`config.mk`:
```
export PLATFORM = sky130hd
export DESIGN_NAME = rhb_arbiter
export DESIGN_NICKNAME = d
export VERILOG_FILES = /design/src/rtl/rhb_arbiter.sv
export SDC_FILE = /design/constraint.sdc
export NUM_CORES = 1
export LEC_CHECK = 0
export BUFFER_PORTS_ARGS = -buffer_cell sky130_fd_sc_hd__buf_4
export CORE_UTILIZATION = 43
export CTS_CLUSTER_DIAMETER = 50
export DETAILED_ROUTE_END_ITERATION = 12
export PLACE_DENSITY_LB_ADDON = 0.2
export SLEW_MARGIN = 20
export SYNTH_ARGS = -nofsm -noshare
export SYNTH_HDL_FRONTEND = slang
export SYNTH_SLANG_ARGS = --single-unit
```
`constraint.sdc`:
```
create_clock -name clk -period 2.2 [get_ports clk]
set_input_delay 0.33 -clock clk [delete_from_list [all_inputs] [get_ports clk]]
set_output_delay 0.33 -clock clk [all_outputs]
set_load 0.005 [all_outputs]
```
`src/rtl/rhb_arbiter.sv`:
```
// Two-master RHB bus arbiter: round-robin on simultaneous requests, per-grant watchdog.
// Grant 1 cycle after request, mandatory IDLE cycle on every handover, requests not queued while owned.
module rhb_arbiter #(
  parameter int unsigned TIMEOUT = 255,
  parameter int unsigned CNT_W   = 8
) (
  input  logic clk,
  input  logic reset,
  input  logic m0_req_,
  input  logic m1_req_,
  output logic m0_grnt,
  output logic m1_grnt,
  output logic owner,
  output logic bus_busy,
  output logic timeout_err
);

  typedef enum logic [1:0] {IDLE, OWN0, OWN1} state_t;

  localparam int unsigned        TLAST   = (TIMEOUT == 0) ? 0 : TIMEOUT - 1;
  localparam logic [CNT_W-1:0]   TO_LAST = CNT_W'(TLAST);

  state_t           state, state_nxt;
  logic             last;
  logic             timeout_nxt;
  logic             expired;
  logic [CNT_W-1:0] hold_cnt;

  assign expired = (TIMEOUT != 0) && (hold_cnt == TO_LAST);

  always_comb begin
    state_nxt   = state;
    timeout_nxt = 1'b0;
    case (state)
      IDLE: begin
        if (!m0_req_ && !m1_req_)
          state_nxt = last ? OWN0 : OWN1;
        else if (!m0_req_)
          state_nxt = OWN0;
        else if (!m1_req_)
          state_nxt = OWN1;
      end
      // A release sampled together with the expiry compare wins over the watchdog.
      OWN0: begin
        if (m0_req_) begin
          state_nxt = IDLE;
        end else if (expired) begin
          state_nxt   = IDLE;
          timeout_nxt = 1'b1;
        end
      end
      OWN1: begin
        if (m1_req_) begin
          state_nxt = IDLE;
        end else if (expired) begin
          state_nxt   = IDLE;
          timeout_nxt = 1'b1;
        end
      end
      default: state_nxt = IDLE;
    endcase
  end

  always_ff @(posedge clk or posedge reset) begin
    if (reset) begin
      state       <= IDLE;
      owner       <= 1'b0;
      last        <= 1'b1;
      hold_cnt    <= '0;
      timeout_err <= 1'b0;
    end else begin
      state       <= state_nxt;
      timeout_err <= timeout_nxt;
      if (state == IDLE && state_nxt != IDLE) begin
        hold_cnt <= '0;
        owner    <= (state_nxt == OWN1);
        last     <= (state_nxt == OWN1);
      end else if (state != IDLE && hold_cnt != '1) begin
        hold_cnt <= hold_cnt + CNT_W'(1);
      end
    end
  end

  assign m0_grnt  = (state == OWN0);
  assign m1_grnt  = (state == OWN1);
  assign bus_busy = m0_grnt | m1_grnt;

endmodule

```
**Yosys cells after proc, flatten, opt, wreduce, memory -nomap -nowiden**

Index checks and enable logic that the tools add are counted.

- Bits in registers: 13
- Input bits: 4
- Output and inout bits: 5
- Word-level logic and storage cells: 35

- Add/sub/neg operators: 1
- Eq/ne operators: 5
- Mux-type cells: 14
- Bitwise logic cells: 1
- Reductions and logical operators: 9

Operators with widths:

| cell | number |
|---|---|
| 8-bit two-way mux | 2 |
| 2-bit two-way mux | 7 |
| 8-bit by 1-bit adder with 8-bit output (second input constant) | 1 |
| 8-bit equality test (second input constant) | 1 |
| 8-bit != test (second input constant) | 1 |
| 2-bit case mux with 3 select lines | 1 |
| 2-bit nonzero test | 3 |
| 2-bit equality test (second input constant) | 2 |
| 1-bit logical AND | 3 |
| 1-bit two-way mux | 3 |
| 2-bit by 1-bit equality test with 1-bit output (second input constant) | 1 |
| 1-bit logical NOT | 2 |
| 2-bit logical NOT | 1 |
| 1-bit case mux with 2 select lines | 1 |
| 1-bit bitwise OR | 1 |

**Depth between registers and ports, before layout**

Gate-level depths: netlist of the first run.

- Word-level depth: 7
- Mapped depth: 7
- Mapped depth without buffers: 7

**Worst setup path before layout of the first run**

OpenSTA, ideal clock, no wires.

- Path kind: reg2reg
- Start: register state[0]
- End: register hold_cnt[1]
- Library setup time: 0.134 ns
- Arrival time: 1.526 ns
- Path slack: 0.540 ns
- Stages on the path, launching flop included: 8
- Path buffers: 0
- Cells stage by stage: dfrtp_1 inv_1 ha_1 nor2b_1 o22ai_2 o32ai_2 o21a_4 a211oi_2

- Elaborated cells on any way between the ends: 16

RTL lines:

| item | RTL line | text |
|---|---|---|
| from (decl) | 23 | `state_t state, state_nxt;` |
| from (signal assigned) | 72 | `state <= state_nxt;` |
| 2-bit equality test * | n/a |  |
| net m1_grnt | 12 | `output logic m1_grnt,` |
| 2-bit case mux with 3 select lines * | 34 | `case (state)` |
| net state_nxt[1] | 23 |  |
| 2-bit nonzero test * | 74 | `if (state == IDLE && state_nxt != IDLE) begin` |
| 1-bit logical AND * | 74 |  |
| 8-bit two-way mux / 2-bit nonzero test (equally long branches) | n/a |  |
| to (signal assigned) | 79 | `hold_cnt <= hold_cnt + CNT_W'(1);` |
| to (decl) | 27 | `logic [CNT_W-1:0] hold_cnt;` |

The timed path passes the listed nets; every way through them passes the cells marked *.
A chain may end at the register's enable or synchronous reset.

**Worst setup path in the final report of the first run**

- Start: register state[0]
- End: register hold_cnt[1]

- Elaborated cells on any way between the ends: 16

RTL lines:

| item | RTL line |
|---|---|
| 2-bit equality test, or another cell as far along | 34 |
| 2-bit case mux with 3 select lines * | 34 |
| net state_nxt[1] | 23 |
| 2-bit nonzero test * | 74 |
| 1-bit logical AND * | 74 |
| 8-bit two-way mux / 2-bit nonzero test (equally long branches) | n/a |

Marked as above.

==> results of run 1 <==
## kinds of logic after synthesis
family | after synthesis
compound gates | 17
xor+xnor | 4
fa+ha+maj | 6
buf+inv | 5
flops | 13
simple gates | 34
## synthesized netlist by cell type
| master | instances | area, µm² |
|---|---|---|
| xnor2_1 | 1 | 8.760 |
| nor2_1 | 11 | 41.29 |
| nor2b_1 | 3 | 18.77 |
| a21oi_1 | 6 | 30.03 |
| nand2_1 | 3 | 11.26 |
| o21ai_0 | 2 | 10.01 |
| nand4_2 | 1 | 12.51 |
| nor3_2 | 1 | 10.01 |
| inv_1 | 4 | 15.01 |
| buf_4 | 1 | 7.510 |
| nand3_1 | 7 | 35.03 |
| a2bb2oi_1 | 1 | 8.760 |
| o32ai_2 | 1 | 16.27 |
| o32ai_1 | 1 | 8.760 |
| o32a_2 | 1 | 11.26 |
| dfrtp_1 | 12 | 300.3 |
| xor2_1 | 3 | 26.28 |
| o22ai_2 | 1 | 12.51 |
| dfstp_2 | 1 | 26.28 |
| a211oi_2 | 1 | 12.51 |
| a211oi_1 | 1 | 7.510 |
| ha_1 | 6 | 75.07 |
| and3_1 | 1 | 6.260 |
| or2_2 | 2 | 12.51 |
| o21a_4 | 1 | 15.01 |
| and4_2 | 2 | 20.02 |
| nand2b_1 | 2 | 12.51 |
| nor3b_1 | 1 | 7.510 |
| a31oi_1 | 1 | 6.260 |
## final timing paths
kind,start,endpoint,slack [ns]
min reg2reg,owner,owner,0.51
max,state[0],hold_cnt[1],0.34
min,reset,timeout_err,0.05
min in group clk,m0_req_,state[0],0.50
max reg2reg,state[0],hold_cnt[1],0.34
max in group asynchronous,reset,last,1.78
## state kept, by name, indices dropped and copies added (netlist names)
register     cells
hold_cnt         8
state            2
last             1
owner            1
timeout_err      1
## routing by layer
metal	GRT usage, %	vias to the layer above	wire length, µm
met5	0	-	0
met4	9.091	0	33
met3	2.400	4	47
met2	27.35	17	694
met1	23.85	309	669
li1	-	304	-
## per-stage QoR
stage	setup WS, ns	hold slack (ns)	util [%]
floorplan	0.5399	0.2062	-
global placement	0.3924	0.3897	50.36
detailed placement	0.3641	0.4049	50.36
CTS	0.3350	0.08835	51.96
global route	0.2017	0.1224	51.96
finish	0.3373	0.04654	51.96
## worst max-delay path, cell delays in order (launching register included)
cell	delay, ns
dfrtp_1	0.44
inv_1	0.12
ha_1	0.17
nor2b_1	0.22
o22ai_2	0.12
o32ai_2	0.37
o21a_4	0.25
a211oi_2	0.05
## power by group through the flow
stage | clock network [mW] | logic (mW) | registers, mW
2_1_floorplan | 0 | 0.375 | 0.372
3_3_place_gp | 0 | 0.486 | 0.382
3_5_place_dp | 0 | 0.489 | 0.389
4_1_cts | 0.157 | 0.493 | 0.383
5_1_grt | 0.163 | 0.553 | 0.397
6_report | 0.159 | 0.489 | 0.383
## cell usage in the layout (no fill, tap or decap), drive strengths merged, types with 4 or more instances in the layout
cell and n:
buf 8, ha 6, a21oi 6, nand3 7, nor2 11, inv 4
dfrtp 12
## cell type report
cell class              count  area (µm²)
flip-flops and latches     13       326.6
well taps                  25       31.28
repair buffers              8       60.06
clock buffers               3       22.52
inverters                   4       15.01
clock inverters             1       5.005
fillers                   166       829.5
multi-input cells          61       436.7
==> results.sh, run 1 <==
export IMPL_status="finished clean"
export IMPL_start_util_pct=45.51
export IMPL_wl_per_cell_um=12.57
export IMPL_worstSetupEndpointType="flop"
export IMPL_synth_xor_area_share_pct=4.459
export IMPL_nNetsFinal=101
export IMPL_ys_warn_count=0
export IMPL_cp_required_ns=2.37
export IMPL_ctsLongestPathBuffers=2
export IMPL_grt_pass1_vias=571
export IMPL_path_clk_slew_ns=0.10
export IMPL_num_vias=634
export IMPL_syn_inst=79
export IMPL_clkPwrFrac_pct=15.4
export IMPL_synth_seq_cells=13
export IMPL_swShare_pct=40.99
export IMPL_synth_fa_ha_area_share_pct=9.554
export IMPL_numCtsBuffers=3
export IMPL_cts_tree="done"
export IMPL_tns_ns=0
export IMPL_netlist_area_um2=785.8
export IMPL_synth_compound_area_share_pct=17.68
export IMPL_fin_skew_ns=0.01356
export IMPL_finalWeightedCongestion=0.7893
export IMPL_p_int_mw=0.6084
export IMPL_slew_headroom_pct=67.36
export IMPL_p_leak_nw=0.4100
export IMPL_hp_class="primary input to async pin"
export IMPL_synth_mux_area_share_pct=0
export IMPL_stdcell_count=115
export IMPL_wl_um=1445
export IMPL_io_buffers=8
export IMPL_hpwl_um=1080
export IMPL_antenna_left=0
export IMPL_cts_sinks=13
export IMPL_cts_root_buf="clkbuf_4"
export IMPL_die_w_um=44.75
export IMPL_synthSimpleGateAreaFrac_pct=23.89
export IMPL_htree_levels=1
export IMPL_drive_above_1_share_pct=26.67
export IMPL_gr_total_overflow=0
export IMPL_p_total_mw=1.031
export IMPL_initialDrtViolationCount=16
export IMPL_core_um2=1727
export IMPL_place_inst=111
export IMPL_power_frac_comb_pct=47.5
export IMPL_fin_crit_ns=1.863
export IMPL_antenna_found_initial=0
export IMPL_vdd_drop_max_mv=0.5419
export IMPL_tightest_slew_ns=0.4891
export IMPL_cap_violations=0
export IMPL_grt_setup_unrepaired="false"
export IMPL_area_growth_pct=14.17
export IMPL_drc=0
export IMPL_grt_max_degree=14
export IMPL_worst_r2r_path_depth=7
export IMPL_post_cts_resized=0
export IMPL_critPathKind="flop to flop"
export IMPL_placed_cell_area_um2=869.6
export IMPL_switching_power_mw=0.4226
export IMPL_fmax_mhz=536.8
export IMPL_synth_top_family_by_area="simple AND/OR/NAND/NOR gates"
export IMPL_n_antenna_cell=0
export IMPL_dieHeight_um=44.75
export IMPL_ys_seq_area_share_pct=41.56
export IMPL_grt_usage_pct=17.54
export IMPL_dieArea_um2=2002
export IMPL_avgViaCountPerCell=5.513
export IMPL_fp_row_count=15
export IMPL_holdBufCountCts=0
export IMPL_num_io_pins=9
export IMPL_finalCritPeriodShare_pct=84.67
export IMPL_critPathLaunchType="flop"
export IMPL_setup_viol=0
export IMPL_cp_data_arrival_time_ns=2.04
export IMPL_first_pass_iters=4
export IMPL_syn_num_nets=89
export IMPL_synth_cell_types=29
export IMPL_clk_latency_ns=0.29
export IMPL_synth_area_per_cell_um2=9.946
export IMPL_fin_area_um2=897.1
export IMPL_seqPwrFrac_pct=37.1
export IMPL_p_per_area_nw_per_um2=1149
export IMPL_drv_slew=0
export IMPL_grt_pass1_wl_um=2518
export IMPL_hold_viol_final=0
export IMPL_post_cts_buffers=0
export IMPL_crit_fanout=7
Power figures use the tool's default switching activity.
==> inputs of run 2 (changes only) <==
==> constraint.sdc (replaced) <==
create_clock -name clk -period 1.58 [get_ports clk]
set_input_delay 0.237 -clock clk [delete_from_list [all_inputs] [get_ports clk]]
set_output_delay 0.237 -clock clk [all_outputs]
set_load 0.005 [all_outputs]
==> results.sh, run 2 (synthesis results as in run 1) <==
export IMPL_status="complete, but fails checks"
export IMPL_violations="setup timing"
export IMPL_start_util_pct=45.51
export IMPL_first_pass_iters=4
export IMPL_cpPeakStageDelay_ns=0.43
export IMPL_fmax_mhz=595.2
export IMPL_p_per_area_nw_per_um2=1695
export IMPL_antenna_found_initial=0
export IMPL_cts_sinks=13
export IMPL_r2r_slack_ns=-0.10
export IMPL_htree_levels=1
export IMPL_area_growth_pct=57.33
export IMPL_crit_chain="inv_1 -> ha_2 -> nand3_4 -> o22ai_4 -> o32ai_4 -> o21a_4 -> a211oi_2"
export IMPL_clk_latency_ns=0.28
export IMPL_dieHeight_um=44.75
export IMPL_top_register="hold_cnt"
export IMPL_cap_violations=0
export IMPL_hpwl_um=1305
export IMPL_io_buffers=8
export IMPL_cp_required_ns=1.79
export IMPL_vdd_drop_max_mv=1.081
export IMPL_wl_per_cell_um=15.02
export IMPL_grt_pass1_wl_um=3111
export IMPL_slew_headroom_pct=64.62
export IMPL_n_antenna_cell=0
export IMPL_num_io_pins=9
export IMPL_place_inst=128
export IMPL_drv_slew=0
export IMPL_hold_viol_final=0
export IMPL_stdcell_count=137
export IMPL_grt_pass1_vias=730
export IMPL_layout_common_cells="21 x buf_4, 10 x dfrtp_1, 8 x nor2_1"
export IMPL_fin_ws_ns=-0.1001
export IMPL_grt_setup_unrepaired="true"
export IMPL_layout_commonest_cell="buf_4"
export IMPL_num_vias=713
export IMPL_cts_root_buf="clkbuf_4"
export IMPL_grt_usage_pct=22.43
export IMPL_finalCritPeriodShare_pct=106.3
export IMPL_critPathLaunchType="flop"
export IMPL_fin_skew_ns=0.003339
export IMPL_drc=0
export IMPL_drive_above_1_share_pct=58.04
export IMPL_hp_class="primary input to flop"
export IMPL_cts_tree="done"
export IMPL_fp_row_count=15
export IMPL_worstSetupEndpointType="flop"
export IMPL_top_regs="hold_cnt x8, state x2"
export IMPL_place_ws_ns=-0.1143
export IMPL_critPathKind="flop to flop"
export IMPL_numCtsBuffers=3
export IMPL_antenna_left=0
export IMPL_die_w_um=44.75
export IMPL_fin_crit_ns=1.680
export IMPL_dieArea_um2=2002
export IMPL_fillers=133
export IMPL_grt_max_degree=14
export IMPL_tightest_slew_ns=0.5302
export IMPL_avgViaCountPerCell=5.204
export IMPL_cp_data_arrival_time_ns=1.89
export IMPL_wl_um=2058
export IMPL_crit_fanout=7
export IMPL_gr_total_overflow=0
export IMPL_largest_register_ffs=8
export IMPL_crit_path_top_delay_cell="dfrtp_1"
export IMPL_p_leak_nw=0.5215
export IMPL_ctsLongestPathBuffers=2
export IMPL_core_um2=1727
export IMPL_tns_ns=-0.7158
export IMPL_initialDrtViolationCount=26
export IMPL_finalWeightedCongestion=0.7289
export IMPL_nNetsFinal=123
export IMPL_setup_viol=12
export IMPL_path_clk_slew_ns=0.08
## run 2: report_power, final
group / switching (mW) / internal (mW)
logic: 0.592 / 0.731
registers: 0.119 / 0.441
clock network: 0.116 / 0.0982
## run 2: area by class of cell
| class | instances | area [µm²] | share of cell area, % |
|---|---|---|---|
| Clock buffer | 4 | 26.28 | 2.125 |
| Sequential cell | 13 | 329.1 | 26.62 |
| Tap cell | 25 | 31.28 | 2.530 |
| Timing Repair Buffer | 30 | 266.5 | 21.56 |
| Inverter | 4 | 20.02 | 1.619 |
| Multi-Input combinational cell | 61 | 563.0 | 45.55 |
## run 2: repair_timing
| action | 4_1_cts | 5_1_grt |
|---|---|---|
| endpoints found under the setup margin | 10 | 10 |
| buffers inserted | 2 | 2 |
| pin swaps | 12 | 7 |
| cloned | 0 | 0 |
| resized for setup | 16 | 18 |
| hold buffers | 1 | 0 |
| hold endpoints to repair | 2 | 0 |
## run 2: final timing paths
| check | from | end | cells after the start |
|---|---|---|---|
| max | hold_cnt[0] | hold_cnt[1] | 7 |
| min | m1_req_ | state[0] | 3 |
| max reg2reg | hold_cnt[0] | hold_cnt[1] | 7 |
| min reg2reg | owner | owner | 2 |
| max in group asynchronous | reset | state[1] | 3 |
| min in group asynchronous | reset | hold_cnt[1] | 3 |
## run 2: worst max-delay path, delay by kind of cell (launching register included)
kind | cells | cell delay (ns)
and+or+nand+nor | 1 | 0.09
buffers and inverters | 1 | 0.09
adders and majority gates | 1 | 0.19
DFF | 1 | 0.43
AOI/OAI and AO/OA | 4 | 0.80
## run 2: stage by stage
step                      power (mW)  area (µm²)  util [%]  hold WS (ns)
after floorplan                1.090       804.5         -        0.1132
after global placement         1.474        1016     58.84        0.3024
after detailed placement       1.498        1016     58.84        0.3055
after CTS                      1.886        1150     66.59        0.3939
after global routing           2.244        1236     71.59        0.3846
final                          2.096        1236     71.59        0.3895
## run 2: layer usage
| metal | vias up | part of all wire [%] | track usage [%] |
|---|---|---|---|
| met3 | 2 | 4.0 | 6.000 |
| met5 | - | 0 | 0 |
| met1 | 344 | 40 | 25.84 |
| met4 | 0 | 0.92 | 9.091 |
| met2 | 18 | 55 | 39.41 |
| li1 | 349 | - | - |
